File: config.mk
export PLATFORM = sky130hd
export DESIGN_NAME = compa_arb
export DESIGN_NICKNAME = d
export VERILOG_FILES = /design/src/rtl/compa_arb.sv
export SDC_FILE = /design/constraint.sdc
export NUM_CORES = 1
export LEC_CHECK = 0
export CAP_MARGIN = 20
export CORE_ASPECT_RATIO = 1.25
export CORE_MARGIN = 3
export CORE_UTILIZATION = 49
export DETAILED_ROUTE_END_ITERATION = 12
export PLACE_DENSITY_LB_ADDON = 0.15
export SLEW_MARGIN = 20
export SYNTH_ARGS = -nofsm -noshare
export SYNTH_HDL_FRONTEND = slang
export SYNTH_SLANG_ARGS = --single-unit
File: constraint.sdc
create_clock -name clk -period 4 [get_ports clk]
set_input_delay 0.6 -clock clk [delete_from_list [all_inputs] [get_ports clk]]
set_output_delay 0.6 -clock clk [all_outputs]
set_load 0.05 [all_outputs]
File: src/rtl/compa_arb.sv
// rtl/compa_arb.sv - round-robin arbiter sharing one magnitude comparator among NREQ requesters

// Unsigned W-bit magnitude comparator; exactly one of l/e/g is high.
module compa #(
  parameter int W = 2
) (
  input  logic [W-1:0] a,
  input  logic [W-1:0] b,
  output logic         l,
  output logic         e,
  output logic         g
);

  assign l = (a < b);
  assign e = (a == b);
  assign g = (a > b);

endmodule

module compa_arb #(
  parameter int NREQ = 4,
  parameter int W    = 2,
  parameter int CNTW = 8
) (
  input  logic                          clk,
  input  logic                          rst_n,
  input  logic [NREQ-1:0]               req,
  input  logic [NREQ*W-1:0]             a_in,
  input  logic [NREQ*W-1:0]             b_in,
  output logic [NREQ-1:0]               gnt,
  output logic                          rsp_valid,
  input  logic                          rsp_ready,
  output logic [$clog2(NREQ)-1:0]       rsp_id,
  output logic [2:0]                    rsp_leg,
  output logic                          busy,
  output logic [CNTW-1:0]               done_cnt
);

  localparam int IDW = $clog2(NREQ);

  typedef enum logic [1:0] {
    IDLE = 2'd0,
    CMP  = 2'd1,
    HOLD = 2'd2
  } state_t;

  state_t         state_q;
  state_t         state_d;
  logic [IDW-1:0] rr_ptr;
  logic [W-1:0]   op_a;
  logic [W-1:0]   op_b;
  logic [IDW-1:0] op_id;
  logic [IDW-1:0] winner;
  logic           found;
  logic           grant;
  logic           accept;
  logic           cmp_l;
  logic           cmp_e;
  logic           cmp_g;

  compa #(.W(W)) u_compa (
    .a (op_a),
    .b (op_b),
    .l (cmp_l),
    .e (cmp_e),
    .g (cmp_g)
  );

  // Round-robin search: first set req bit at or after rr_ptr, wrapping (NREQ is a power of 2).
  always_comb begin
    logic [IDW-1:0] idx;
    found  = 1'b0;
    winner = '0;
    idx    = '0;
    for (int k = 0; k < NREQ; k++) begin
      idx = rr_ptr + IDW'(k);
      if (!found && req[idx]) begin
        found  = 1'b1;
        winner = idx;
      end
    end
  end

  // Next-state and grant decision; a grant is also allowed on the accept edge of HOLD.
  always_comb begin
    state_d = state_q;
    grant   = 1'b0;
    case (state_q)
      IDLE: begin
        if (found) begin
          grant   = 1'b1;
          state_d = CMP;
        end
      end
      CMP: begin
        state_d = HOLD;
      end
      HOLD: begin
        if (rsp_ready) begin
          if (found) begin
            grant   = 1'b1;
            state_d = CMP;
          end else begin
            state_d = IDLE;
          end
        end
      end
      default: begin
        state_d = IDLE;
      end
    endcase
    if (!rst_n) begin
      grant = 1'b0;
    end
  end

  assign gnt    = grant ? (NREQ'(1) << winner) : '0;
  assign accept = rsp_valid && rsp_ready;
  assign busy   = (state_q != IDLE);

  // State, operand capture, response registers and saturating completion counter.
  always_ff @(posedge clk) begin
    if (!rst_n) begin
      state_q   <= IDLE;
      rr_ptr    <= '0;
      op_a      <= '0;
      op_b      <= '0;
      op_id     <= '0;
      rsp_valid <= 1'b0;
      rsp_id    <= '0;
      rsp_leg   <= 3'b000;
      done_cnt  <= '0;
    end else begin
      state_q <= state_d;
      if (grant) begin
        op_a   <= a_in[int'(winner)*W +: W];
        op_b   <= b_in[int'(winner)*W +: W];
        op_id  <= winner;
        rr_ptr <= winner + IDW'(1);
      end
      if (state_q == CMP) begin
        rsp_leg   <= {cmp_l, cmp_e, cmp_g};
        rsp_id    <= op_id;
        rsp_valid <= 1'b1;
      end
      if (accept) begin
        rsp_valid <= 1'b0;
        if (done_cnt != {CNTW{1'b1}}) begin
          done_cnt <= done_cnt + CNTW'(1);
        end
      end
    end
  end

endmodule

# After elaboration in Yosys (flattened, before gate mapping)
# Index checks and enable logic that the tools add are counted.
[totals] latch_bits=0 wordCells=67 mem_bits_ro=0 in_bits=23 output_inout_bits=19 register_bits=24 ramBits=0 n_memories=0
[classes] mul=0 eq_ne=6 magnitude_cmp=6 n_shift=3 muxes=25 bitwise=1 n_reduce_logical=12 n_div=0 n_addsub=5
[op_table] operator="variable part select 8 x 4 -> 2 bit" count=2
[op_table] operator="< comparator 2 x 3 -> 1 bit, second input constant" count=4
[op_table] operator="2-to-1 mux 1 bit" count=12
[op_table] operator="2-to-1 mux 2 bit" count=6
[op_table] operator="adder 8 x 1 -> 8 bit, second input constant" count=1
[op_table] operator="binary-select mux 1 bit (select 2 bit)" count=4
[op_table] operator="inequality test 8 bit, second input constant" count=1
[op_table] operator="case mux 2 bit (3 select lines)" count=1
[op_table] operator="adder 2 x 1 -> 2 bit, second input constant" count=2
[op_table] operator="adder 2 bit, second input constant" count=2
[op_table] operator="logical AND 1 bit" count=4
[op_table] operator="2-to-1 mux 4 bit" count=1
[op_table] operator="inequality test 2 bit, second input constant" count=2
[op_table] operator="AND reduction 2 bit" count=2
[op_table] operator="left shift 1 x 2 -> 4 bit, first input constant" count=1
[op_table] operator="zero test 1 bit" count=3
[op_table] operator="== test 2 x 1 -> 1 bit, second input constant" count=1
[op_table] operator="== test 2 bit" count=1
[op_table] operator="== test 2 bit, second input constant" count=1
[op_table] operator="> comparator 2 bit" count=1
[op_table] operator="zero test 2 bit" count=1
[op_table] operator="< comparator 2 bit" count=1
[op_table] operator="case mux 1 bit (2 select lines)" count=1
[op_table] operator="nonzero test 2 bit" count=1
[op_table] operator="other kinds (2)" count=2

# Depth between registers and ports, before layout
# Gate-level depths: netlist of the first run.
[logic_depth] depth_word=17 depth_mapped=7 ltp_nobuf=7

# Hierarchy
# Synthesis of the first run repeated with hierarchy kept, for this count alone.
[unflattened] cells_unflattened=138 hier_area_um2=1310.0
[by_module_without_submodules] module="compa_arb" n_inst=1 area_per_inst_um2=1247.4 cells_each=129 seq_area_each_um2=480.5
[by_module_without_submodules] module="compa" n_inst=1 area_per_inst_um2=62.6 cells_each=9 seq_area_each_um2=0.0

# Worst setup path before layout of the first run
# No wires, ideal clock.
[synth_timing] kind="input-to-output" start="in req[0]" end="out gnt[1]" required_time_ns=3.400 cell_stages=5 slack_ns=1.439 arrival_ns=1.961 path_buffers=0 path_cell_list="nor2b_1 -> or4_4 -> nand2_8 -> ha_1 -> and2_1"
[synth_via] elab_cells_between_ends=28 cone_classes="1 x shift; 21 x mux; 6 x reduce/logical"
[synth_lines] element="from (decl)" line_no="27" rtl="input logic [NREQ-1:0] req,"
[synth_lines] element="binary-select mux 1 bit (select 2 bit)" line_no="77" rtl="if (!found && req[idx]) begin"
[synth_lines] element="2-to-1 mux 1 bit (not written as such)" line_no="77"
[synth_lines] element="2-to-1 mux 1 bit" line_no="77"
[synth_lines] element="zero test 1 bit" line_no="77"
[synth_lines] element="logical AND 1 bit" line_no="77"
[synth_lines] element="2-to-1 mux 1 bit" line_no="77"
[synth_lines] element="zero test 1 bit" line_no="77"
[synth_lines] element="logical AND 1 bit" line_no="77"
[synth_lines] element="2-to-1 mux 1 bit" line_no="77"
[synth_lines] element="zero test 1 bit" line_no="77"
[synth_lines] element="logical AND 1 bit" line_no="77"
[synth_lines] element="2-to-1 mux 2 bit (*)" line_no="77"
[synth_lines] element="named net winner[0]" line_no="53" rtl="logic [IDW-1:0] winner;"
[synth_lines] element="left shift 1 x 2 -> 4 bit (*)" line_no="117" rtl="assign gnt = grant ? (NREQ'(1) << winner) : '0;"
[synth_lines] element="2-to-1 mux 4 bit (*)" line_no="117"
[synth_lines] element="to (decl)" line_no="30" rtl="output logic [NREQ-1:0] gnt,"
# The timed path passes the listed nets; every way through them passes the cells marked *. The select of a mux whose other input is x is not followed.

# Worst setup path in the final report of the first run
[layout_timing] start="in req[0]" end="out gnt[2]"
# Same word-level chain as after synthesis.

==> metrics.csv, run 1 <==
stage,metric,value,unit
clocking,cts_buffer_depth,2,
final_layout,num_antenna_cells,0,
timing,fin_skew,8.42,ps
timing,tns,0,ps
drt,vias,1140,
grt,grt_max_degree,24,
worst_setup_path,cpPeakStageDelay,700,ps
clocking,cts_resized,0,
final_layout,area_growth,38.3,%
grt,grt_pass1_wl,4830,microns
logic_synthesis,yosysWarnings,0,
worst_setup_path,crit_path_max_fanout,11,
grt,grt_pass1_vias,1158,
final_layout,drive_gt1_share,10.2,%
worst_setup_path,arrival,3020,ps
clocking,clock_latency,320,ps
timing,worst_slew_pin_slew,513,ps
drt,dr.pass1.iters,4,
drt,viasPerCell,5.18,
grt,grt_usage,18.8,%
die,fp.dieW,52.4,microns
min_path,hold_class,reg2reg,
clocking,numCtsBuffers,3,
timing,max_freq,276,MHz
logic_synthesis,synth_edf_count,0,
logic_synthesis,ys_seq_area_share,36.5,%
place,portBuffers,41,
worst_setup_path,crit_type,in2out,
clocking,cts-root-buf,clkbuf_4,
logic_synthesis,async_reset_ff_share,0,%
power_and_ir_drop,power_leakage,0.000740,uW
timing,max_slew_margin,65.7,%
logic_synthesis,yosysUniqueCellTypes,40,
worst_setup_path,cp.required,3400,ps
drt,totalWireLength,2830,microns
power_and_ir_drop,ir_drop,0.264,mV
die,core_area,2500,sq um
logic_synthesis,synthCells,143,
die,initial_utilization,52.7,%
logic_synthesis,syn-num-nets,173,
power_and_ir_drop,power_density,381,nW/um^2
worst_setup_path,crit_path_cell_trace,"clkdlybuf4s50_1, nor2b_1, or4_4, nand2_8, inv_1, ha_1, and2_1, clkdlybuf4s50_1",
logic_synthesis,avgSynthCellArea,9.21,sq um
place,placedCellCount,216,
logic_synthesis,ys_ff_latch,24,
run_status,status,"complete, no violations",
flow_run,max_cap_violations,0,
logic_synthesis,synthFlopType,dfxtp_1,
clocking,cts_hold_buffers,0,
logic_synthesis,syn_area,1320,sq um
worst_setup_path,cp_slowest_cell,clkdlybuf4s50_1,
die,io_pins,42,
worst_setup_path,critPathBufInv,3,
power_and_ir_drop,p_total,693,uW
logic_synthesis,yosysTopAreaCell,dfxtp_1,
timing,hold_viol_final,0,
final_layout,final_cell_count_no_fill,220,
clocking,cts_setup_buffers,0,
worst_setup_path,crit_family,buffers and inverters,
timing,finalSetupViolations,0,
die,die-area,3350,sq um
timing,period_share,90.5,%
grt,antenna_found_initial,0,
drt,ant_nets,0,
clocking,clkTransAtPathRegs,140,ps
final_layout,final_nets,218,
drt,post-route-drc-count,0,
clocking,clock-sinks,24,
drt,drtIter0Drc,11,
timing,slew_violations,0,
die,rows,20,
logic_synthesis,synth_area_leaders,"dfxtp_1 36%, mux2i_1 6.8%, ha_1 6.6%",
clocking,htree_levels,1,
worst_setup_path,path_common_cell,clkdlybuf4s50_1,
timing,rsz0062_at_grt,false,
place,hpwl,2150,microns
timing,period_minus_slack,3620,ps
die,die_h,64.0,microns
place,place_congestion,0.743,
drt,wl_per_cell,12.8,microns
grt,overflow,0,
logic_synthesis,netlist.area_leader.share,36.5,%
worst_setup_path,endpoint_kind,primary output,
clocking,cts_tree,yes,
worst_setup_path,start_kind,primary input,
timing,holdWs,466,ps
final timing paths:
check / startpoint / to / slack, ps / cells past startpoint
worst min register to register: op_id[1]$_SDFFE_PN0P_ / op_id[1]$_SDFFE_PN0P_ / 470 / 2
worst min-delay path: op_id[1]$_SDFFE_PN0P_ / op_id[1]$_SDFFE_PN0P_ / 470 / 2
worst max register to register: rr_ptr[1]$_SDFFE_PN0P_ / rr_ptr[1]$_SDFFE_PN0P_ / 2220 / 7
worst max-delay path: req[0] / gnt[2] / 380 / 8
layout make-up:
| cell class | instances | area, sq um |
|---|---|---|
| Fill cell | 205 | 681 |
| Sequential cell | 24 | 480 |
| Multi-Input combinational cell | 109 | 800 |
| Tap cell | 33 | 41.3 |
| Clock inverter | 1 | 30.0 |
| Clock buffer | 3 | 22.5 |
| Inverter | 8 | 30.0 |
| Timing Repair Buffer | 42 | 418 |
kinds of logic (layout without fill, tap and decap cells):
kind of cell,Yosys count,after routing,share of synthesized area [%]
AND/OR/NAND/NOR,63,63,29.3
AO/OA/AOI/OAI,24,24,13.9
flip-flops,24,24,36.5
buffers and inverters,10,54,2.85
multiplexers,9,9,6.84
adder cells (fa/ha/maj),7,7,6.65
XOR/XNOR,6,6,3.99
Yosys cell counts (4+ instances only):
master    instances
dfxtp_1          24
nand2_1          15
and2_1           11
nand3_1          10
mux2i_1           9
ha_1              7
inv_1             6
a21boi_0          5
nor3_1            5
xor2_1            5
nor2b_1           4
layer usage:
metal  track usage (%)  share of wire (%)
met1              20.2                 42
met5                 0                  0
met2              34.5                 52
met4              7.03                1.5
met3              3.96                5.2
layout by cell type (no fill, tap or decap), drive strengths merged, types with 2 or more instances in the layout:
master	synthesis	final
clkdlybuf4s50	0	41
dfxtp	24	24
nand2	18	18
and2	11	11
nand3	10	10
mux2i	9	9
ha	7	7
inv	7	7
a21boi	6	6
nor3	5	5
xor2	5	5
nor2b	4	4
o221ai	4	4
a21oi	3	3
nor2	3	3
o21ai	3	3
clkbuf	2	3
or2b	2	2
nand2b	2	2
a211oi	2	2
o21bai	2	2
nand4b	2	2
worst min-delay path, cell delays in order, from the launching register on:
cell	delay, ps
dfxtp_1	340
nand3_1	60
nand2_1	40
power breakdown:
group	leakage [uW]	internal, uW	switching [uW]	total (uW)
registers	0.000196	265	19.7	285
clock network	0.0000279	101	75.7	177
logic	0.000516	102	130	232
total	0.000740	468	225	693
state kept, by name (all words and copies together) (netlist names):
signal,cells
rsp_id,2
op_a,2
rsp_valid,1
rsp_leg,3
op_id,2
op_b,2
rr_ptr,2
done_cnt,8
state_q,2
through the flow:
stage	utilization (%)	setup WS [ps]	area (sq um)
global route	72.8	282	1820
finish	72.8	381	1820
global placement	70.7	434	1770
detailed placement	70.7	377	1770
floorplan	-	1440	1320
CTS	72.8	367	1820
Note: power is estimated with default switching activity, not from simulation.
==> run 2, diff against run 1 <==
Settings changed: CTS_CLUSTER_DIAMETER set to 200, MAX_ROUTING_LAYER set to met4, SKIP_LAST_GASP set to 1.
==> run 2 against run 1 <==
Against the previous run:
- worst hold slack about the same
- non-clock buffer count unchanged
- routed wire length increased by 0.11%
- clock skew decreased by 0.79 ps
- first-iteration DRC count unchanged
- critical path depth unchanged
- total power increased by 0.10%
- flip-flop and latch count unchanged
- sequential power about the same
- via count decreased by 0.53%
- combinational power about the same
- critical endpoint unchanged
==> metrics.csv, run 2 (synthesis gave the netlist of run 1 again) <==
stage,metric,value,unit,change
run_status,status,"complete, no violations",,unchanged
worst_setup_path,path_common_cell,clkdlybuf4s50_1,,unchanged
timing,slew_violations,0,,unchanged
die,core_area,2500,sq um,unchanged
worst_setup_path,crit_path_max_fanout,11,,unchanged
grt,grt_max_degree,24,,unchanged
timing,max_freq,276,MHz,about the same
die,io_pins,42,,unchanged
drt,viasPerCell,5.15,,was 5.18
final_layout,regArea,480,sq um,unchanged
final_layout,multi_input_area,800,sq um,unchanged
final_layout,area_growth,38.3,%,unchanged
worst_setup_path,cp.required,3400,ps,about the same
grt,grt_usage,19.3,%,was 18.8%
drt,wl_per_cell,12.9,microns,was 12.8 microns
power_and_ir_drop,power_density,381,nW/um^2,about the same
grt,grt_pass1_vias,1157,,was 1158
worst_setup_path,cpPeakStageDelay,700,ps,about the same
clocking,numCtsBuffers,3,,unchanged
clocking,cts_setup_buffers,0,,unchanged
power_and_ir_drop,ir_drop,0.265,mV,was 0.264 mV
timing,hold_viol_final,0,,unchanged
grt,antenna_found_initial,0,,unchanged
final_layout,top_register,done_cnt,,unchanged
timing,period_minus_slack,3620,ps,about the same
worst_setup_path,start_kind,primary input,,unchanged
clocking,cts_tree,yes,,unchanged
place,hpwl,2150,microns,unchanged
power_and_ir_drop,combPwrFrac,33.4,%,about the same
place,placedCellCount,216,,unchanged
drt,post-route-drc-count,0,,unchanged
flow_run,max_cap_violations,0,,unchanged
final_layout,drive_gt1_share,10.2,%,unchanged
die,initial_utilization,52.7,%,unchanged
power_and_ir_drop,p_switching,226,uW,was 225 uW
timing,tns,0,ps,unchanged
worst_setup_path,cp_slowest_cell,clkdlybuf4s50_1,,unchanged
min_path,hold_class,reg2reg,,unchanged
power_and_ir_drop,pwr-share-seq,41.0,%,about the same
power_and_ir_drop,swShare,32.5,%,about the same
final_layout,fin_util,72.8,%,unchanged
grt,overflow,0,,unchanged
drt,drtIter0Drc,11,,unchanged
worst_setup_path,crit_type,in2out,,unchanged
clocking,clock_latency,320,ps,about the same
clocking,cts_hold_buffers,0,,unchanged
drt,dr.pass1.iters,4,,unchanged
clocking,clkTransAtPathRegs,140,ps,about the same
clocking,cts_resized,0,,unchanged
place,portBuffers,41,,unchanged
power_and_ir_drop,p_int,468,uW,about the same
clocking,htree_levels,1,,unchanged
final_layout,top_regs,"done_cnt x8, rsp_leg x3",,unchanged
die,rows,20,,unchanged
timing,worst_slew_pin_slew,513,ps,about the same
die,fp.dieW,52.4,microns,unchanged
grt,grt_pass1_wl,4830,microns,unchanged
power_and_ir_drop,power_leakage,0.000740,uW,unchanged
worst_setup_path,arrival,3020,ps,about the same
timing,finalSetupViolations,0,,unchanged
final_layout,fillerInstances,205,,unchanged
die,die_h,64.0,microns,unchanged
final_layout,final_nets,218,,unchanged
timing,rsz0062_at_grt,false,,unchanged
drt,vias,1134,,was 1140
final_layout,layout_commonest_cell,clkdlybuf4s50_1,,unchanged
power_and_ir_drop,clkPwrFrac,25.6,%,was 25.5%
clocking,cts-root-buf,clkbuf_4,,unchanged
timing,max_slew_margin,65.7,%,about the same
final_layout,largest_reg_flops,8,,unchanged
drt,ant_nets,0,,unchanged
final_layout,final_cell_count_no_fill,220,,unchanged
final_layout,final_cell_mix,"41 x clkdlybuf4s50_1, 24 x dfxtp_1, 15 x nand2_1",,unchanged
clocking,clock-sinks,24,,unchanged
final_layout,num_antenna_cells,0,,unchanged
die,die-area,3350,sq um,unchanged
timing,fin_skew,7.63,ps,was 8.42 ps
worst_setup_path,endpoint_kind,primary output,,unchanged
timing,period_share,90.5,%,about the same
clocking,cts_buffer_depth,2,,unchanged
drt,totalWireLength,2830,microns,about the same
place,place_congestion,0.753,,was 0.743
worst_setup_path,crit_path_cell_trace,"clkdlybuf4s50_1, nor2b_1, or4_4, nand2_8, inv_1, ha_1, and2_1, clkdlybuf4s50_1",,unchanged
-- run 2: worst paths after layout --
kind,end,from,slack [ps],cells past startpoint
max,gnt[2],req[0],380,8
min,op_id[1]$_SDFFE_PN0P_,op_id[1]$_SDFFE_PN0P_,470,2
max reg2reg,rr_ptr[1]$_SDFFE_PN0P_,rr_ptr[1]$_SDFFE_PN0P_,2210,7
min reg2reg,op_id[1]$_SDFFE_PN0P_,op_id[1]$_SDFFE_PN0P_,470,2
-- run 2: power by group through the flow --
stage	clock (uW)	combinational [uW]	sequential (uW)
detailed placement	0	232	290
finish	177	232	285
global placement	0	227	288
CTS	181	234	284
floorplan	0	135	313
global route	191	254	289
-- run 2: cell type report --
cell class	count	area share, %
multi-input combinational	109	43.9
timing repair buffer	42	22.9
clock buffer	3	1.24
clock inverter	1	1.65
inverter	8	1.65
tap	33	2.27
sequential	24	26.4
-- run 2: critical path, delay by kind of cell --
| family | cells | cell delay, ps |
|---|---|---|
| fa+ha+maj | 1 | 180 |
| buf+inv | 3 | 1220 |
| simple gates | 4 | 1010 |
-- run 2: routing by layer --
| metal | global-route usage (%) | part of all wire (%) |
|---|---|---|
| met5 | - | 0 |
| met1 | 20.3 | 42 |
| met2 | 34.5 | 52 |
| met3 | 3.73 | 5.0 |
| met4 | 7.03 | 1.5 |
-- run 2: per-stage QoR --
| step | total power (uW) | hold slack, ps | setup WS (ps) | instance area, sq um |
|---|---|---|---|---|
| after global routing | 734 | 487 | 282 | 1820 |
| after floorplan | 448 | 434 | 1440 | 1320 |
| final | 694 | 466 | 379 | 1820 |
| after CTS | 699 | 468 | 367 | 1820 |
| after global placement | 515 | 447 | 434 | 1770 |
| after detailed placement | 522 | 447 | 377 | 1770 |
==> variant, RTL diff (flow settings as in run 1) <==
Make the reset (`rst_n`) asynchronous in one clocked block.
--- a/src/rtl/compa_arb.sv
+++ b/src/rtl/compa_arb.sv
@@ -121,3 +121,3 @@
   // State, operand capture, response registers and saturating completion counter.
-  always_ff @(posedge clk) begin
+  always_ff @(posedge clk or negedge rst_n) begin
     if (!rst_n) begin
Check against the original RTL: differs if rst_n is asserted again (counterexample within 4 cycles, from zero or initial values and one cycle with rst_n low); with rst_n held inactive, the same outputs for 10 cycles.
==> variant against run 1 <==
Register-to-register slack lost 0.10 ns; area after synthesis grew 3.5%; hold slack gained 0.015 ns; core utilization grew 0.24 points; cell area grew 2.3%; sequential cell count is the same; setup slack gained 0.10 ns; wire length shrank 3.3%; sequential share of layout area grew 5.8 points; synthesized cell count shrank 16%.
Power is not compared: it rests on default switching activity, and its combinational part moved more than twofold at a synthesized area within 25%.
==> variant: results (changes against run 1) <==
Timing
  • Fin Clk Skew: 0.00805 ns (was 0.00842 ns)
  • Relative slew slack: 66.3% (was 65.7%)

Setup path
  • Top delay family on crit path: buffers and inverters (unchanged)
  • Worst setup path endpoint: gnt[1] (was gnt[2])
  • CP max FO: 4 (was 11)
  • Largest stage delay on the critical path: 0.80 ns (was 0.70 ns)
  • Worst r2r dst: op_a[0] (was rr_ptr[1])
  • Worst Reg-to-Reg Cells: 5 (was 7)
  • Slowest CP cell: clkdlybuf4s50_1 (unchanged)

Place
  • Post-placement cell area: 1810 um^2 (was 1770 um^2)
  • Placer Congestion: 0.748 (was 0.743)
  • DP Wirelength: 2190 um (was 2150 um)

Routing
  • Routed length on met1: 1060 um (was 1170 um)
  • Detail Route met2 WL: 1530 um (was 1460 um)
  • Overall routed net length: 2730 um (was 2830 um)
  • Met3 routed WL: 113 um (was 146 um)
  • Number of vias per cell: 5.40 (was 5.18)
  • Iter 0 DRT Violations: 16 (was 11)

Finish
  • # fillers: 214 (was 205)
  • Layout net count: 195 (was 218)

Global routing
  • Gr usage total: 17.8% (was 18.8%)
  • Largest net degree at the start of global routing: 25 (was 24)
  • Vias in the first global route: 1,090 (was 1,158)

Status
  • Run status: finished, final reports clean (unchanged)

Synthesis
  • Ys flop type: dfrtp_1 (was dfxtp_1)
  • Synth top area cells: dfrtp_1, ha_1, mux2_2, xnor2_1, mux2_4 (was dfxtp_1, mux2i_1, ha_1, and2_1, nand2_1)
  • Asr flop ratio synth: 100% (was 0%)
  • Post-synthesis cell type count: 33 (was 40)
  • Most common library cells after synthesis: dfrtp_1, nand2_1, inv_1 (was dfxtp_1, nand2_1, and2_1)
  • Syn nets: 150 (was 173)
  • Sequential share of the synthesized area: 44.0% (was 36.5%)

Worst hold path
  • Worst hold-check path type: in2async (was reg2reg)

Pwr
  • Static Leak: 0.825 nW
[variant: cells by family after synthesis]
logic type	count (synthesis)	synth area share, %
muxes	13	11.5
xor gates and xnor gates	7	4.50
AOI/OAI and AO/OA	19	13.6
and+or+nand+nor	38	16.4
DFF	24	44.0
adders and majority gates	7	6.42
buffers and inverters	12	3.58
[variant: layer usage]
layer  vias up  global-route usage, %
met4         0                   8.63
met2        34                   33.7
met5         -                      0
li1        517                      -
met1       511                   18.4
met3         2                   2.07
[variant: through the flow]
stage | std cells | worst slack (ns)
after floorplan | 120 | 1.63
after global placement | 193 | 0.546
after detailed placement | 193 | 0.488
after CTS | 197 | 0.485
after global routing | 197 | 0.345
final | 197 | 0.485
[variant: power by group through the flow]
stage          Combinational, mW  Sequential [mW]  Clock, mW
2_1_floorplan              0.391            0.601          0
4_1_cts                    0.791            0.431      0.178
3_3_place_gp               0.771            0.429          0
3_5_place_dp               0.790            0.436          0
6_report                   0.783            0.431      0.174
5_1_grt                    0.851            0.445      0.190
[variant: worst min-delay path by stage]
stage             endpoint  slack (ns)  cells past startpoint
5_1_grt          rr_ptr[0]        0.47                      1
3_3_place_gp      op_id[1]        0.46                      1
6_report         rr_ptr[0]        0.48                      1
2_1_floorplan  done_cnt[0]        0.30                      0
4_1_cts          rr_ptr[0]        0.47                      1
3_5_place_dp      op_id[0]        0.47                      2
[variant: area by class of cell]
cell class	count	area [um^2]	area share, %
tap	33	41.3	2.21
sequential	24	601	32.2
timing repair buffer	42	418	22.4
multi-input combinational	84	714	38.3
clock buffer	3	22.5	1.21
inverter	10	37.5	2.01
clock inverter	1	30.0	1.61
